`src/rtl/ifu_pkg.sv`:
```
// Shared types and AXI encodings for the instruction prefetch unit.
package ifu_pkg;

  typedef enum logic [1:0] {
    IDLE  = 2'd0,
    AR    = 2'd1,
    R     = 2'd2,
    DRAIN = 2'd3
  } ifu_state_e;

  localparam logic [1:0] BURST_INCR = 2'b01;
  localparam logic [2:0] SIZE_4B    = 3'b010;
  localparam logic [1:0] RESP_OKAY  = 2'b00;

  typedef struct packed {
    logic [31:0] pc;
    logic [31:0] inst;
    logic        err;
  } ifu_entry_t;

endpackage

```
`src/rtl/ifu_prefetch_if.sv`:
```
// AXI4 read channels plus the IDU-facing instruction handshake.
interface ifu_prefetch_if #(
  parameter int ADDR_W = 32,
  parameter int DATA_W = 32
);
  logic              arvalid;
  logic              arready;
  logic [ADDR_W-1:0] araddr;
  logic [3:0]        arid;
  logic [7:0]        arlen;
  logic [2:0]        arsize;
  logic [1:0]        arburst;
  logic              rvalid;
  logic              rready;
  logic [DATA_W-1:0] rdata;
  logic [1:0]        rresp;
  logic              rlast;
  logic [3:0]        rid;
  logic              out_valid;
  logic              out_ready;
  logic [ADDR_W-1:0] out_pc;
  logic [DATA_W-1:0] out_inst;
  logic              out_err;

  modport master (
    output arvalid, araddr, arid, arlen, arsize, arburst, rready,
           out_valid, out_pc, out_inst, out_err,
    input  arready, rvalid, rdata, rresp, rlast, rid, out_ready
  );

  modport slave (
    input  arvalid, araddr, arid, arlen, arsize, arburst, rready,
           out_valid, out_pc, out_inst, out_err,
    output arready, rvalid, rdata, rresp, rlast, rid, out_ready
  );
endinterface

```
`src/rtl/ifu_fifo.sv`:
```
// Prefetch FIFO: circular buffer with synchronous flush and occupancy count.
module ifu_fifo #(
  parameter int DEPTH = 4,
  parameter int WIDTH = 65
) (
  input  logic                       clk,
  input  logic                       rst_n,
  input  logic                       flush_i,
  input  logic                       push_i,
  input  logic [WIDTH-1:0]           wdata_i,
  input  logic                       pop_i,
  output logic [WIDTH-1:0]           rdata_o,
  output logic [$clog2(DEPTH+1)-1:0] count_o
);
  localparam int PTR_W = (DEPTH > 1) ? $clog2(DEPTH) : 1;
  localparam int CNT_W = $clog2(DEPTH + 1);

  logic [WIDTH-1:0] mem_q [DEPTH];
  logic [PTR_W-1:0] wr_ptr_q, wr_ptr_d;
  logic [PTR_W-1:0] rd_ptr_q, rd_ptr_d;
  logic [CNT_W-1:0] count_q, count_d;

  function automatic logic [PTR_W-1:0] ptr_inc(input logic [PTR_W-1:0] p);
    return (p == PTR_W'(DEPTH - 1)) ? '0 : p + PTR_W'(1);
  endfunction

  always_comb begin
    wr_ptr_d = wr_ptr_q;
    rd_ptr_d = rd_ptr_q;
    count_d  = count_q;
    if (flush_i) begin
      wr_ptr_d = '0;
      rd_ptr_d = '0;
      count_d  = '0;
    end else begin
      if (push_i) wr_ptr_d = ptr_inc(wr_ptr_q);
      if (pop_i)  rd_ptr_d = ptr_inc(rd_ptr_q);
      count_d = count_q + CNT_W'(push_i) - CNT_W'(pop_i);
    end
  end

  always_ff @(posedge clk or negedge rst_n) begin
    if (!rst_n) begin
      wr_ptr_q <= '0;
      rd_ptr_q <= '0;
      count_q  <= '0;
    end else begin
      wr_ptr_q <= wr_ptr_d;
      rd_ptr_q <= rd_ptr_d;
      count_q  <= count_d;
    end
  end

  // Storage is data only; occupancy decides what is meaningful.
  always_ff @(posedge clk) begin
    if (push_i && !flush_i) mem_q[wr_ptr_q] <= wdata_i;
  end

  assign rdata_o = mem_q[rd_ptr_q];
  assign count_o = count_q;
endmodule

```
`src/rtl/ifu_prefetch.sv`:
```
// Burst-fetching AXI4 instruction prefetcher with redirect flush.
// Define IFU_PERF_CNT_EN to add saturating perf_fetched/perf_flushed/perf_stall outputs.
module ifu_prefetch
  import ifu_pkg::*;
#(
  parameter int                ADDR_W     = 32,
  parameter int                DATA_W     = 32,
  parameter int                FIFO_DEPTH = 4,
  parameter int                BURST_LEN  = 4,
  parameter logic [ADDR_W-1:0] RESET_PC   = ADDR_W'(32'h8000_0000),
  parameter logic [3:0]        AXI_ID     = 4'd0
) (
  input  logic              clk,
  input  logic              rst_n,
  input  logic              redirect_valid,
  input  logic [ADDR_W-1:0] redirect_pc,
  ifu_prefetch_if.master    bus
`ifdef IFU_PERF_CNT_EN
  ,
  output logic [31:0]       perf_fetched,
  output logic [31:0]       perf_flushed,
  output logic [31:0]       perf_stall
`endif
);
  localparam int CNT_W   = $clog2(FIFO_DEPTH + 1);
  localparam int ENTRY_W = ADDR_W + DATA_W + 1;

  ifu_state_e        state_q, state_d;
  logic [ADDR_W-1:0] fetch_pc_q, fetch_pc_d;
  logic [ADDR_W-1:0] araddr_q, araddr_d;
  logic [7:0]        arlen_q, arlen_d;
  logic [ADDR_W-1:0] beat_pc_q, beat_pc_d;
  logic              halted_q, halted_d;
  logic              redir_pend_q, redir_pend_d;

  logic [CNT_W-1:0]   fifo_cnt;
  logic [ENTRY_W-1:0] head;
  logic               head_err;
  logic               push, pop, beat;
  logic [CNT_W:0]     free;
  logic [7:0]         beats;

  // Beats left before the next BURST_LEN-word boundary.
  function automatic logic [7:0] beats_f(input logic [ADDR_W-1:0] pc);
    logic [7:0] off;
    off = 8'((pc >> 2) & ADDR_W'(BURST_LEN - 1));
    return 8'(BURST_LEN) - off;
  endfunction

  assign beats = beats_f(fetch_pc_q);
  assign beat  = bus.rvalid && bus.rready;
  assign pop   = bus.out_valid && bus.out_ready && !redirect_valid;
  assign free  = (CNT_W+1)'(FIFO_DEPTH) - {1'b0, fifo_cnt} + (CNT_W+1)'(pop);

  always_comb begin
    state_d      = state_q;
    fetch_pc_d   = fetch_pc_q;
    araddr_d     = araddr_q;
    arlen_d      = arlen_q;
    beat_pc_d    = beat_pc_q;
    halted_d     = halted_q;
    redir_pend_d = redir_pend_q;
    push         = 1'b0;
    case (state_q)
      IDLE: begin
        if (!redirect_valid && !halted_q && (32'(free) >= 32'(beats))) begin
          state_d      = AR;
          araddr_d     = fetch_pc_q;
          arlen_d      = beats - 8'd1;
          fetch_pc_d   = fetch_pc_q + (ADDR_W'(beats) << 2);
          redir_pend_d = 1'b0;
        end
      end
      AR: begin
        // The address stays posted until accepted; a redirect only turns the burst into a drain.
        if (bus.arready) begin
          beat_pc_d = araddr_q;
          state_d   = (redirect_valid || redir_pend_q) ? DRAIN : R;
        end else if (redirect_valid) begin
          redir_pend_d = 1'b1;
        end
      end
      R: begin
        if (beat) begin
          if (redirect_valid) begin
            state_d = bus.rlast ? IDLE : DRAIN;
          end else begin
            push      = 1'b1;
            beat_pc_d = beat_pc_q + ADDR_W'(4);
            if (bus.rresp != RESP_OKAY) begin
              halted_d = 1'b1;
              state_d  = bus.rlast ? IDLE : DRAIN;
            end else if (bus.rlast) begin
              state_d = IDLE;
            end
          end
        end else if (redirect_valid) begin
          state_d = DRAIN;
        end
      end
      DRAIN: begin
        if (beat && bus.rlast) state_d = IDLE;
      end
      default: state_d = IDLE;
    endcase
    if (redirect_valid) begin
      fetch_pc_d = redirect_pc;
      halted_d   = 1'b0;
    end
  end

  always_ff @(posedge clk or negedge rst_n) begin
    if (!rst_n) begin
      state_q      <= IDLE;
      fetch_pc_q   <= RESET_PC;
      halted_q     <= 1'b0;
      redir_pend_q <= 1'b0;
    end else begin
      state_q      <= state_d;
      fetch_pc_q   <= fetch_pc_d;
      halted_q     <= halted_d;
      redir_pend_q <= redir_pend_d;
    end
  end

  always_ff @(posedge clk) begin
    araddr_q  <= araddr_d;
    arlen_q   <= arlen_d;
    beat_pc_q <= beat_pc_d;
  end

  ifu_fifo #(
    .DEPTH (FIFO_DEPTH),
    .WIDTH (ENTRY_W)
  ) u_fifo (
    .clk     (clk),
    .rst_n   (rst_n),
    .flush_i (redirect_valid),
    .push_i  (push),
    .wdata_i ({beat_pc_q, bus.rdata, (bus.rresp != RESP_OKAY)}),
    .pop_i   (pop),
    .rdata_o (head),
    .count_o (fifo_cnt)
  );

  assign bus.arvalid   = (state_q == AR);
  assign bus.araddr    = araddr_q;
  assign bus.arlen     = arlen_q;
  assign bus.arid      = AXI_ID;
  assign bus.arsize    = SIZE_4B;
  assign bus.arburst   = BURST_INCR;
  assign bus.rready    = (state_q == R) || (state_q == DRAIN);
  assign bus.out_valid = (fifo_cnt != '0);
  assign {bus.out_pc, bus.out_inst, head_err} = head;
  assign bus.out_err   = bus.out_valid && head_err;

  logic unused_rid;
  assign unused_rid = ^bus.rid;

`ifdef IFU_PERF_CNT_EN
  logic [31:0] fetched_q, flushed_q, stall_q;
  logic [31:0] flush_amt;

  function automatic logic [31:0] sat_add(input logic [31:0] a, input logic [31:0] b);
    logic [32:0] s;
    s = {1'b0, a} + {1'b0, b};
    return s[32] ? '1 : s[31:0];
  endfunction

  // Flushed work = entries dropped by a redirect plus beats accepted but not kept.
  assign flush_amt = (redirect_valid ? 32'(fifo_cnt) : 32'd0) + ((beat && !push) ? 32'd1 : 32'd0);

  always_ff @(posedge clk or negedge rst_n) begin
    if (!rst_n) begin
      fetched_q <= '0;
      flushed_q <= '0;
      stall_q   <= '0;
    end else begin
      fetched_q <= sat_add(fetched_q, 32'(push));
      flushed_q <= sat_add(flushed_q, flush_amt);
      stall_q   <= sat_add(stall_q, 32'(bus.out_ready && !bus.out_valid));
    end
  end

  assign perf_fetched = fetched_q;
  assign perf_flushed = flushed_q;
  assign perf_stall   = stall_q;
`endif
endmodule

```
`src/flat_wrapper.sv`:
```
// flat-port wrapper written by rule: the top's interface ports become plain ports
module ifu_prefetch_flat import ifu_pkg::*;
#(
  parameter int                ADDR_W     = 32,
  parameter int                DATA_W     = 32,
  parameter int                FIFO_DEPTH = 4,
  parameter int                BURST_LEN  = 4,
  parameter logic [ADDR_W-1:0] RESET_PC   = ADDR_W'(32'h8000_0000),
  parameter logic [3:0]        AXI_ID     = 4'd0
)
  (clk, rst_n, redirect_valid, redirect_pc, bus_arvalid, bus_araddr, bus_arid, bus_arlen, bus_arsize, bus_arburst, bus_rready, bus_out_valid, bus_out_pc, bus_out_inst, bus_out_err, bus_arready, bus_rvalid, bus_rdata, bus_rresp, bus_rlast, bus_rid, bus_out_ready);
  ifu_prefetch_if #(.ADDR_W(ADDR_W), .DATA_W(DATA_W)) bus_i ();
  input  logic clk;
  input  logic rst_n;
  input  logic redirect_valid;
  input  logic [ADDR_W-1:0] redirect_pc;
  output wire logic [$bits(bus_i.arvalid)-1:0] bus_arvalid;
  output wire logic [$bits(bus_i.araddr)-1:0] bus_araddr;
  output wire logic [$bits(bus_i.arid)-1:0] bus_arid;
  output wire logic [$bits(bus_i.arlen)-1:0] bus_arlen;
  output wire logic [$bits(bus_i.arsize)-1:0] bus_arsize;
  output wire logic [$bits(bus_i.arburst)-1:0] bus_arburst;
  output wire logic [$bits(bus_i.rready)-1:0] bus_rready;
  output wire logic [$bits(bus_i.out_valid)-1:0] bus_out_valid;
  output wire logic [$bits(bus_i.out_pc)-1:0] bus_out_pc;
  output wire logic [$bits(bus_i.out_inst)-1:0] bus_out_inst;
  output wire logic [$bits(bus_i.out_err)-1:0] bus_out_err;
  input wire logic [$bits(bus_i.arready)-1:0] bus_arready;
  input wire logic [$bits(bus_i.rvalid)-1:0] bus_rvalid;
  input wire logic [$bits(bus_i.rdata)-1:0] bus_rdata;
  input wire logic [$bits(bus_i.rresp)-1:0] bus_rresp;
  input wire logic [$bits(bus_i.rlast)-1:0] bus_rlast;
  input wire logic [$bits(bus_i.rid)-1:0] bus_rid;
  input wire logic [$bits(bus_i.out_ready)-1:0] bus_out_ready;
  assign bus_arvalid = bus_i.arvalid;
  assign bus_araddr = bus_i.araddr;
  assign bus_arid = bus_i.arid;
  assign bus_arlen = bus_i.arlen;
  assign bus_arsize = bus_i.arsize;
  assign bus_arburst = bus_i.arburst;
  assign bus_rready = bus_i.rready;
  assign bus_out_valid = bus_i.out_valid;
  assign bus_out_pc = bus_i.out_pc;
  assign bus_out_inst = bus_i.out_inst;
  assign bus_out_err = bus_i.out_err;
  assign bus_i.arready = bus_arready;
  assign bus_i.rvalid = bus_rvalid;
  assign bus_i.rdata = bus_rdata;
  assign bus_i.rresp = bus_rresp;
  assign bus_i.rlast = bus_rlast;
  assign bus_i.rid = bus_rid;
  assign bus_i.out_ready = bus_out_ready;
  ifu_prefetch #(.ADDR_W(ADDR_W), .DATA_W(DATA_W), .FIFO_DEPTH(FIFO_DEPTH), .BURST_LEN(BURST_LEN), .RESET_PC(RESET_PC), .AXI_ID(AXI_ID)) u_core (.clk(clk), .rst_n(rst_n), .redirect_valid(redirect_valid), .redirect_pc(redirect_pc), .bus(bus_i));
endmodule
```
`config.mk`:
```
export PLATFORM = sky130hd
export DESIGN_NAME = ifu_prefetch_flat
export DESIGN_NICKNAME = d
export VERILOG_FILES = /design/src/rtl/ifu_pkg.sv /design/src/rtl/ifu_prefetch_if.sv /design/src/rtl/ifu_fifo.sv /design/src/rtl/ifu_prefetch.sv /design/src/flat_wrapper.sv
export SDC_FILE = /design/constraint.sdc
export NUM_CORES = 1
export LEC_CHECK = 0
export ABC_AREA = 0
export BUFFER_PORTS_ARGS = -buffer_cell sky130_fd_sc_hd__buf_2
export CORE_ASPECT_RATIO = 1.5
export CORE_UTILIZATION = 35
export DETAILED_ROUTE_END_ITERATION = 8
export SLEW_MARGIN = 15
export SYNTH_ARGS = -nofsm -noshare
export SYNTH_HDL_FRONTEND = slang
export SYNTH_SLANG_ARGS = --single-unit
```
`constraint.sdc`:
```
create_clock -name clk -period 7.1 [get_ports clk]
set_input_delay 1.775 -clock clk [delete_from_list [all_inputs] [get_ports clk]]
set_output_delay 1.775 -clock clk [all_outputs]
set_load 0.01 [all_outputs]
```
==> reports/metrics.csv, run 1 <==
stage,metric,value,unit
drt,drt-initial-drc-count,481,
floorplan,die-width,172,um
logic_synthesis,synth_cells,902,
drt,drt-total-wl,32800,um
logic_synthesis,synthArstFlopShare,0.116,
timing,fmax,220,MHz
timing,fin_crit,4.54,ns
placed_design,gp_congestion,0.872,
placed_design,placed_cell_area,16700,um^2
logic_synthesis,ys_warn_count,0,
timing,relSlewSlack,0.285,
clocking,clock_latency,0.53,ns
cells_and_area,synthToLayoutAreaGrowth,17.2,%
floorplan,start_util,0.355,
cells_and_area,drive_gt1_frac,0.299,
cells_and_area,diodes,0,
drt,postRouteAntennaNets,0,
clocking,cts_buffers,36,
timing,worstMarginPinSlew,1.07,ns
power,internal_power,4.29,mW
cells_and_area,final_util,0.416,
logic_synthesis,synth_enable_flop_cells,328,
power,sw_frac_of_total,0.291,
logic_synthesis,yosysSeqAreaShare,0.717,
timing,setup_viol,0,
clocking,hold_buffers,0,
timing,skew,0.0114,ns
floorplan,die_area,44400,um^2
run_status,status,"finished, final reports clean",
floorplan,io_pins,194,
clocking,root_buffer,clkbuf_16,
power,p_switching,1.76,mW
floorplan,core,42900,um^2
timing,rsz0062_at_grt,no,
power,pwr-share-clk,0.310,
global_routing,grt_overflow,0,
clocking,cts.sinks,371,
power,sequentialPowerShare,0.487,
timing,finalCritPeriodShare,0.639,
timing,final_max_slew_viol_count,0,
drt,drt-pass1-iter-count,5,
cells_and_area,fillCellCount,3879,
placed_design,place_ws,2.13,ns
run,drv_cap,0,
critical_path,cp_max_fo,29,
logic_synthesis,synth_xor_area_frac,0.0299,
clocking,cts.path.max_buffers,3,
power,p_leak,6.08,nW
cells_and_area,final_common_cell,edfxtp_1,
clocking,post_cts_resized,0,
global_routing,grt_usage,0.150,
clocking,cts_tree,built,
logic_synthesis,syn-cell-area,15200,um^2
clocking,cts_setup_buffers,0,
critical_path,arrival,2.76,ns
timing,hold_viol,0,
critical_path,cp-end-kind,output pin,
logic_synthesis,synth_adder_area_share,0.0153,
critical_path,critPathRequiredTime,5.33,ns
global_routing,antenna_found_initial,0,
timing,worst_slack,2.56,ns
placed_design,hpwl,21200,um
drt,drc,0,
logic_synthesis,syn_avg_cell_area,16.9,um^2
cells_and_area,nets,1181,
placed_design,numPortBuffers,179,
power,cellPowerDensity,339,nW/um^2
logic_synthesis,ys.flop_type,edfxtp_1,
floorplan,std_cell_rows,93,
drt,avgRoutedWirePerCell,19.5,um
logic_synthesis,synthSimpleGateAreaFrac,0.0785,
global_routing,grt_max_degree,68,
global_routing,grt_pass1_vias,8667,
drt,routed-via-count,8337,
drt,avgViaCountPerCell,4.95,
cells_and_area,final_area,17900,um^2
logic_synthesis,synth-seq-cells,371,
critical_path,critPathKind,flop to output pin,
timing,setup-tns-final,0,ns
logic_synthesis,synth_cell_types,62,
power,combPwrFrac,0.203,
hold_path,hold_class,flop to flop,
logic_synthesis,synth-compound-area-share,0.0359,
critical_path,setup.worst_path.start_class,flop,
logic_synthesis,synth_mux_area_frac,0.0997,
clocking,ctsHtreeMaxLevel,2,
clocking,clk_pin_slew,0.06,ns
global_routing,grt_first_pass_wirelength,49800,um
logic_synthesis,synth_top_family_by_area,multiplexers,
cells_and_area,most-common-layout-cells,"328 x edfxtp_1, 179 x buf_2, 75 x nand2_1",
floorplan,die_h,258,um
power,max-vdd-ir-drop,198,uV
==> Yosys cell counts, drive strengths merged, types with 2 or more instances <==
library cell	n	area, um^2
nand3b	2	15.0
nor2b	7	43.8
nand3	20	100
xnor2	44	385
and2	9	56.3
and3	4	25.0
nand2	75	282
clkbuf	29	109
o31ai	3	22.5
inv	21	78.8
or3	3	23.8
nor4	23	171
or4	4	33.8
a31oi	5	31.3
a22oi	2	15.0
o211ai	2	20.0
nor4b	4	35.0
or2	4	25.0
nor2	22	82.6
buf	25	168
nand4	13	81.3
edfxtp	328	9850
xor2	8	70.1
conb	2	7.51
mux2	5	56.3
dfrtp	42	1050
a21o	2	15.0
ha	17	213
and4	8	70.1
mux4	65	1460
nor3	16	80.1
o21ai	50	250
a21oi	13	65.1
a211oi	2	15.0
nand2b	5	31.3
==> flip-flops by register name (all words and copies together) (netlist names), 3 cells and up <==
register / count
u_core.u_fifo.count_o: 3
u_core.beat_pc_q: 32
u_core.u_fifo.mem_q: 260
u_core.bus.arlen: 4
u_core.bus.araddr: 32
u_core.fetch_pc_q: 32
==> power by group through the flow <==
stage	clock network [mW]	logic [mW]	registers, mW
after global placement	0	1.23	2.99
after floorplan	0	0.892	2.87
after global routing	2.02	1.36	2.99
after CTS	1.94	1.26	2.96
after detailed placement	0	1.25	3.00
final	1.88	1.23	2.95
==> metal layers <==
metal / part of all wire / track usage / vias up
met2: 0.53 / 0.270 / 225
li1: - / - / 3860
met3: 0.050 / 0.0268 / 52
met5: 0 / 0 / -
met4: 0.029 / 0.0575 / 0
met1: 0.40 / 0.175 / 4200
==> path summary, 6_finish.rpt <==
path / startpoint / end / slack (ns) / cells past startpoint
worst min-delay path: u_core.fetch_pc_q[0] / u_core.bus.araddr[0] / 0.45 / 0
max in group asynchronous: rst_n / u_core.u_fifo.rd_ptr_q[0] / 5.31 / 2
min in group asynchronous: rst_n / u_core.fetch_pc_q[17] / 1.33 / 2
worst max register to register: u_core.u_fifo.count_o[2] / u_core.bus.araddr[24] / 3.22 / 11
worst min register to register: u_core.fetch_pc_q[0] / u_core.bus.araddr[0] / 0.45 / 0
worst max-delay path: u_core.u_fifo.rd_ptr_q[0] / bus_out_err / 2.56 / 4
==> logic make-up after synthesis <==
kind of cell	Yosys count
AO/OA/AOI/OAI	90
XOR/XNOR	52
adder cells (fa/ha/maj)	18
buffers and inverters	76
flip-flops	371
multiplexers	70
other	2
AND/OR/NAND/NOR	223
==> stage by stage <==
step | total power, mW | hold slack (ns) | std cells
detailed placement | 4.25 | 0.430 | 1618
global route | 6.37 | 0.467 | 1684
CTS | 6.15 | 0.445 | 1684
finish | 6.05 | 0.447 | 1684
global placement | 4.22 | 0.431 | 1618
floorplan | 3.77 | 0.421 | 912
==> final cells by class <==
cell class / instances / area [um^2] / share of cell area
clock inverters: 22 / 194 / 0.0109
inverters: 22 / 82.6 / 0.00462
repair buffers: 190 / 978 / 0.0547
well taps: 570 / 713 / 0.0399
multi-input cells: 465 / 4020 / 0.225
clock buffers: 44 / 952 / 0.0533
flip-flops and latches: 371 / 10900 / 0.612
==> critical path: stages (launching register included) <==
cell     delay, ns
dfrtp_4       0.83
buf_4         0.53
mux4_2        0.55
and2_1        0.18
buf_2         0.14
No activity file was read; power rests on OpenSTA's default activity.
==> run 2, diff against run 1 <==
ABC_AREA = 1   (was 0)
clock period = 4.48 ns   (was 7.1 ns; I/O delays follow)
==> reports/metrics.csv, run 2 <==
stage,metric,value,unit,change
critical_path,cp-end-kind,output pin,,
critical_path,critPathMaxStageDelay,0.90,ns,+0.07 ns
hold_path,min_from,u_core.fetch_pc_q[1],,
floorplan,die-width,178,um,+3.0%
cells_and_area,nets,1749,,+48%
placed_design,hpwl,26100,um,+23%
logic_synthesis,synthSimpleGateAreaFrac,0.169,,+0.0900
critical_path,cp_max_fo,113,,+290%
cells_and_area,drive_gt1_frac,0.177,,-0.122
timing,relSlewSlack,0.237,,-0.0482
power,cellPowerDensity,575,nW/um^2,+70%
logic_synthesis,synth-seq-cells,371,,unchanged
drt,drt-pass1-iter-count,7,,+2
power,p_leak,7.21,nW,+19%
power,power,10.9,mW,+80%
critical_path,reg2reg_depth,19,,+8
cells_and_area,final_util,0.415,,-0.000776
logic_synthesis,synth_cell_types,42,,-32%
timing,worstMarginPinSlew,1.14,ns,+0.0749 ns
logic_synthesis,syn-cell-area,16200,um^2,+6.1%
critical_path,critPathKind,flop to output pin,,
timing,fin_crit,4.10,ns,
power,pwr-share-clk,0.287,,-0.023
logic_synthesis,synth_top_area_share,0.609,,-0.0374
clocking,cts.sinks,371,,unchanged
clocking,root_buffer,clkbuf_16,,
critical_path,r2r_start,u_core.u_fifo.count_o[2],,
logic_synthesis,synth_enable_flop_cells,328,,unchanged
critical_path,setup.worst_path.start_class,flop,,
cells_and_area,diodes,0,,unchanged
power,sequentialPowerShare,0.447,,-0.040
critical_path,r2r_end,u_core.fetch_pc_q[23],,
floorplan,std_cell_rows,96,,+3.2%
timing,setup_viol,0,,unchanged
cells_and_area,largest_reg_flops,260,,unchanged
logic_synthesis,ys_warn_count,0,,unchanged
clocking,cts.path.max_buffers,3,,unchanged
clocking,ctsHtreeMaxLevel,2,,unchanged
global_routing,grt_max_degree,114,,+68%
power,combPwrFrac,0.266,,+0.063
critical_path,crit_buf_inv,2,,unchanged
logic_synthesis,synth_adder_area_share,0.0144,,-0.000883
logic_synthesis,synth_top_area_cell,edfxtp_1,,
cells_and_area,synthToLayoutAreaGrowth,17.2,%,about the same
placed_design,placed_cell_area,17700,um^2,+6.1%
global_routing,grt_first_pass_wirelength,61800,um,+24%
run_status,status,"finished, final reports clean",,
power,max-vdd-ir-drop,327,uV,+65%
timing,finalCritPeriodShare,0.916,,
placed_design,numPortBuffers,179,,unchanged
placed_design,place_ws,0.833,ns,-1.29 ns
logic_synthesis,synth_xor_area_frac,0.0135,,-0.0163
timing,fmax,244,MHz,
global_routing,grt_pass1_vias,11200,,+29%
critical_path,rrSetupSlack,1.24,ns,-1.98 ns
drt,drt-total-wl,39800,um,+21%
placed_design,gp_congestion,0.921,,+5.7%
logic_synthesis,synth_top_family_by_area,simple AND/OR/NAND/NOR gates,,
power,internal_power,7.17,mW,+67%
clocking,post_cts_resized,0,,unchanged
timing,skew,0.0220,ns,+0.0106 ns
logic_synthesis,ys_top_cells_by_count,"328 x edfxtp_1, 284 x nand2_1, 255 x nor2_1, 155 x o21ai_0, 80 x inv_1",,
clocking,clk_pin_slew,0.06,ns,about the same
logic_synthesis,yosysSeqAreaShare,0.675,,-0.0415
hold_path,holdPathStages,0,,unchanged
global_routing,antenna_found_initial,0,,unchanged
drt,drc,0,,unchanged
logic_synthesis,synth_mux_area_frac,0.000619,,-0.0991
floorplan,io_pins,194,,unchanged
power,p_switching,3.73,mW,+110%
cells_and_area,most-common-layout-cells,"328 x edfxtp_1, 284 x nand2_1, 251 x nor2_1",,
logic_synthesis,synthArstFlopShare,0.116,,unchanged
clocking,clock_latency,0.53,ns,about the same
floorplan,start_util,0.355,,-0.000549
timing,hold_viol,0,,unchanged
critical_path,cp_slowest_cell,buf_4,,
clocking,hold_buffers,0,,unchanged
critical_path,arrival,2.98,ns,+0.22 ns
power,sw_frac_of_total,0.342,,+0.0511
logic_synthesis,syn_avg_cell_area,10.9,um^2,-35%
drt,avgRoutedWirePerCell,17.5,um,-10%
floorplan,core,45600,um^2,+6.3%
cells_and_area,top_register,u_core.u_fifo.mem_q,,
drt,avgViaCountPerCell,4.94,,-0.17%
global_routing,grt_overflow,0,,unchanged
drt,postRouteAntennaNets,0,,unchanged
hold_path,hold_end,u_core.bus.araddr[1],,
timing,worst_slack,0.378,ns,-2.18 ns
critical_path,critPathRequiredTime,3.36,ns,-1.97 ns
logic_synthesis,ys.flop_type,edfxtp_1,,
drt,drt-initial-drc-count,588,,+22%
critical_path,path_cells,buf_4 -> o21ai_0 -> o22ai_1 -> buf_2,,
floorplan,die_h,265,um,+3.0%
clocking,cts_buffers,38,,+5.6%
cells_and_area,final_common_cell,edfxtp_1,,
hold_path,hold_class,flop to flop,,
logic_synthesis,synth-compound-area-share,0.0847,,+0.0489
timing,rsz0062_at_grt,no,,
timing,final_max_slew_viol_count,0,,unchanged
logic_synthesis,synth_cells,1482,,+64%
clocking,cts_setup_buffers,0,,unchanged
clocking,cts_tree,built,,
drt,routed-via-count,11200,,+35%
logic_synthesis,synthTopCellsByArea,"edfxtp_1 61%, nand2_1 6.6%, dfrtp_1 6.5%",,
logic_synthesis,yosysMostFrequentCell,edfxtp_1,,
critical_path,critPathTopFamily,buffers and inverters,,
run,drv_cap,0,,unchanged
floorplan,die_area,47100,um^2,+6.1%
global_routing,grt_usage,0.171,,+0.0206
cells_and_area,fillCellCount,4374,,+13%
cells_and_area,final_area,19000,um^2,+6.1%
run 2: cell types whose count changed after synthesis, moves of 9 or more:
cell     change
nand2_2      +9
inv_1       +59
o22ai_1     +67
nand3_1     +37
nor2_1     +233
nor4_1      -20
mux4_2      -65
o21ai_0    +108
buf_2       +16
xnor2_1     -31
and2_1       -9
nand2_1    +209
run 2: kinds of logic (layout without fill, tap and decap cells):
logic type | count (synthesis) | after routing
compound gates | 250 | 250
xor+xnor | 25 | 25
fa+ha+maj | 18 | 18
buf+inv | 161 | 350
flops | 371 | 371
mux | 1 | 1
other cells | 2 | 12
simple gates | 654 | 654
run 2: worst max-delay path by stage:
stage | from | to | slack [ns] | cells after the start
2_1_floorplan | bus_rvalid | u_core.u_fifo.mem_q[0][0] | -0.22 | 4
3_3_place_gp | bus_out_ready | u_core.fetch_pc_q[27] | 0.82 | 18
3_5_place_dp | bus_out_ready | u_core.fetch_pc_q[23] | 0.83 | 18
4_1_cts | u_core.u_fifo.rd_ptr_q[0] | bus_out_pc[10] | 0.35 | 4
5_1_grt | u_core.u_fifo.rd_ptr_q[0] | bus_out_err | 0.18 | 6
6_report | u_core.u_fifo.rd_ptr_q[0] | bus_out_pc[10] | 0.38 | 4
run 2: layout make-up:
class | count | area, um^2 | area share
well taps | 588 | 736 | 0.0388
inverters | 85 | 320 | 0.0169
flip-flops and latches | 371 | 10900 | 0.576
multi-input cells | 960 | 4640 | 0.245
clock buffers | 46 | 1000 | 0.0529
repair buffers | 198 | 1110 | 0.0587
clock inverters | 21 | 220 | 0.0116
run 2: worst reg2reg max path: stages, from the launching register on:
cell and delay (ns):
dfrtp_1 0.42, nor3_1 0.41, inv_1 0.11, nand2_1 0.12
nor2_1 0.09, inv_1 0.06, ha_1 0.15, inv_2 0.04
ha_1 0.27, ha_1 0.27, nand2_1 0.06, nand2_1 0.04
nand2_1 0.05, nand2_1 0.07, nand3_2 0.16, nand2_2 0.08
inv_2 0.44, nor2_1 0.12, nand2_1 0.08, nand2_1 0.05
run 2: per-layer routing:
| layer | share of wire | global-route usage |
|---|---|---|
| met5 | 0 | 0 |
| met4 | 0.027 | 0.0591 |
| met3 | 0.049 | 0.0250 |
| met2 | 0.53 | 0.315 |
| met1 | 0.40 | 0.198 |
run 2: stage by stage:
stage          cells  TNS (ns)  hold slack [ns]
2_1_floorplan   1492    -57.84            0.425
3_3_place_gp    2202         0            0.432
3_5_place_dp    2202         0            0.439
4_1_cts         2269         0            0.455
5_1_grt         2269         0            0.463
6_report        2269         0            0.453
run 2: power groups by stage:
stage,logic [mW],registers (mW),clock network [mW]
floorplan,1.93,4.80,0
global placement,2.90,4.92,0
detailed placement,2.95,4.94,0
CTS,2.96,4.87,3.22
global route,3.28,4.94,3.34
finish,2.90,4.88,3.13
==> run 3, diff against run 2 <==
CTS_CLUSTER_DIAMETER = 120   (was default)
SYNTH_HIERARCHICAL = 1   (was default)
==> reports/metrics.csv, run 3 <==
stage,metric,value,unit,change
run_status,status,"finished, final reports clean",,
logic_synthesis,synth_cells,1638,,+11%
logic_synthesis,ys_warn_count,6,,+6
drt,avgRoutedWirePerCell,16.7,um,-4.8%
drt,drt-total-wl,41700,um,+5.0%
clocking,hold_buffers,0,,unchanged
cells_and_area,drive_gt1_frac,0.209,,+0.0318
global_routing,grt_first_pass_wirelength,64700,um,+4.7%
critical_path,cp-end-kind,output pin,,
placed_design,hpwl,29000,um,+11%
placed_design,gp_congestion,0.901,,-2.2%
cells_and_area,final_common_cell,nand2_1,,
global_routing,grt_pass1_vias,11900,,+5.8%
timing,final_max_slew_viol_count,0,,unchanged
critical_path,critPathMostFrequentCell,nand2_1,,
global_routing,grt_max_degree,74,,-35%
logic_synthesis,yosysMostFrequentCell,nand2_1,,
timing,hold_viol,0,,unchanged
timing,worst_slack,1.10,ns,+0.725 ns
floorplan,die_area,50600,um^2,+7.4%
timing,fin_crit,3.38,ns,-0.725 ns
placed_design,placed_cell_area,18900,um^2,+6.8%
logic_synthesis,ys_top_cells_by_count,"560 x nand2_1, 328 x edfxtp_1, 206 x inv_1, 92 x nor2_1, 85 x o211ai_2",,
logic_synthesis,synthTopCellsByArea,"edfxtp_1 57%, nand2_1 12%, o211ai_2 6.1%",,
global_routing,grt_overflow,0,,unchanged
timing,holdWs,0.441,ns,-0.0112 ns
cells_and_area,most-common-layout-cells,"560 x nand2_1, 328 x edfxtp_1, 206 x inv_1",,
cells_and_area,top_register,u_core/u_fifo/mem_q,,
cells_and_area,largest_reg_flops,260,,unchanged
logic_synthesis,synth_top_area_cell,edfxtp_1,,
cells_and_area,multi_input_area,5180,um^2,+12%
floorplan,core,48800,um^2,+6.9%
clocking,cts_buffers,38,,unchanged
logic_synthesis,synth_top_area_share,0.566,,-0.0426
clocking,cts.sinks,371,,unchanged
power,power,10.2,mW,-6.9%
drt,drc,0,,unchanged
drt,routed-via-count,11700,,+4.4%
timing,setup_viol,0,,unchanged
power,max-vdd-ir-drop,216,uV,-34%
cells_and_area,fillCellCount,4799,,+9.7%
global_routing,antenna_found_initial,0,,unchanged
critical_path,path_cells,inv_8 -> buf_4 -> nand2_1 -> o211ai_2 -> nand2_1 -> buf_2,,
critical_path,cp_max_fo,64,,-43%
clocking,root_buffer,clkbuf_16,,
logic_synthesis,synth_enable_flop_cells,328,,unchanged
floorplan,die-width,184,um,+3.6%
clocking,cts_tree,built,,
critical_path,crit_buf_inv,3,,+1
power,cellPowerDensity,505,nW/um^2,-12%
critical_path,arrival,2.26,ns,-0.72 ns
clocking,post_cts_resized,0,,unchanged
logic_synthesis,syn_avg_cell_area,10.6,um^2,-2.7%
run,drv_cap,0,,unchanged
drt,drt-pass1-iter-count,4,,-3
drt,drt-met1-wl,16300,um,+2.9%
drt,top_layer,met4,,
drt,avgViaCountPerCell,4.68,,-5.3%
drt,dr_wl_met2,21700,um,+3.9%
timing,skew,0.0173,ns,-0.00462 ns
timing,finalCritPeriodShare,0.754,,-0.162
hold_path,hold_class,flop to flop,,
cells_and_area,synthToLayoutAreaGrowth,15.6,%,
timing,relSlewSlack,0.456,,+0.219
timing,fmax,296,MHz,+21%
logic_synthesis,synth-seq-cells,371,,unchanged
floorplan,die_h,275,um,+3.7%
critical_path,critPathMaxStageDelay,0.50,ns,-0.40 ns
clocking,cts_setup_buffers,0,,unchanged
cells_and_area,final_util,0.412,,-0.00327
timing,rsz0062_at_grt,no,,
cells_and_area,diodes,0,,unchanged
logic_synthesis,synth_cell_types,40,,-4.8%
logic_synthesis,syn-cell-area,17400,um^2,+7.5%
logic_synthesis,synthArstFlopShare,0.116,,unchanged
clocking,ctsHtreeMaxLevel,2,,unchanged
critical_path,critPathTopFamily,buffers and inverters,,
drt,postRouteAntennaNets,0,,unchanged
cells_and_area,seqCellArea,10900,um^2,about the same
power,p_leak,8.58,nW,+19%
critical_path,critPathRequiredTime,3.36,ns,about the same
floorplan,start_util,0.357,,+0.00199
global_routing,grt_usage,0.167,,-0.00334
cells_and_area,final_area,20100,um^2,+6.1%
placed_design,place_ws,0.653,ns,-0.181 ns
cells_and_area,nets,1910,,+9.2%
clocking,clk_pin_slew,0.06,ns,about the same
critical_path,setup.worst_path.start_class,flop,,
placed_design,numPortBuffers,179,,unchanged
drt,dr_wl_met3,1650,um,-15%
critical_path,cp_slowest_cell,buf_4,,
logic_synthesis,yosysSeqAreaShare,0.628,,-0.0472
critical_path,rrSetupSlack,1.18,ns,-0.06 ns
critical_path,critPathKind,flop to output pin,,
timing,worstMarginPinSlew,0.816,ns,-0.328 ns
floorplan,io_pins,194,,unchanged
floorplan,std_cell_rows,99,,+3.1%
logic_synthesis,ys.flop_type,edfxtp_1,,
clocking,cts.path.max_buffers,3,,unchanged
clocking,clock_latency,0.53,ns,about the same
drt,drt-initial-drc-count,582,,-1.0%
==> run 3: cell types whose count changed in the layout (fill, tap and decap cells not counted), sizes merged, moves of 65 or more <==
| cell | delta |
|---|---|
| inv | +135 |
| nand2 | +268 |
| nor2 | -163 |
| o211ai | +127 |
| o21ai | -126 |
| o22ai | -65 |
==> run 3: area by class of cell <==
cell class / instances / area share
clock inverter: 18 / 0.00628
multi-input combinational: 981 / 0.257
inverter: 222 / 0.0419
clock buffer: 51 / 0.0517
tap: 656 / 0.0408
sequential: 371 / 0.543
timing repair buffer: 203 / 0.0585
==> run 3: per-layer routing <==
| layer | GRT usage | vias up |
|---|---|---|
| li1 | - | 5781 |
| met1 | 0.186 | 5542 |
| met2 | 0.308 | 297 |
| met3 | 0.0218 | 91 |
| met4 | 0.0899 | 0 |
| met5 | 0 | - |
==> run 3: final timing paths <==
check,start,cells after the start,to
setup / recovery,u_core/u_fifo/rd_ptr_q[0],6,bus_out_inst[22]
hold / removal,u_core/fetch_pc_q[0],0,u_core/bus.araddr[0]
setup reg to reg,u_core/u_fifo/count_o[1],13,u_core/bus.araddr[11]
hold reg to reg,u_core/fetch_pc_q[0],0,u_core/bus.araddr[0]
max in group asynchronous,rst_n,2,u_core/fetch_pc_q[14]
min in group asynchronous,rst_n,1,u_core/fetch_pc_q[21]
==> run 3: kinds of logic (layout without fill, tap and decap cells) <==
logic type / after synthesis / count (layout) / synth area share
flops: 371 / 371 / 0.628
compound gates: 181 / 181 / 0.0965
fa+ha+maj: 16 / 16 / 0.0119
xor+xnor: 18 / 18 / 0.00906
simple gates: 754 / 754 / 0.176
buf+inv: 296 / 494 / 0.0785
other cells: 2 / 12 / 0.000432
==> run 3: worst register-to-register path, cell delays in order, from the launching register on <==
cell and delay [ns]:
dfrtp_1 0.45, nor3_1 0.28, inv_1 0.08, nand3_1 0.10, ha_1 0.17, inv_2 0.04, ha_1 0.18, xor2_1 0.16
ha_1 0.29, nand2_1 0.05, nand2_1 0.09, nand3_2 0.32, inv_1 0.52, buf_12 0.24
==> run 3: power by group <==
part / internal (mW) / total, mW / switching [mW]
logic: 0.768 / 2.26 / 1.49
registers: 4.36 / 4.90 / 0.538
clock network: 1.70 / 2.99 / 1.29
total: 6.83 / 10.2 / 3.32
==> run 3: stage by stage <==
stage / setup TNS [ns] / cells
after floorplan: -90.14 / 1648
final: 0 / 2502
after detailed placement: 0 / 2433
after global routing: 0 / 2502
after global placement: 0 / 2433
after CTS: 0 / 2502
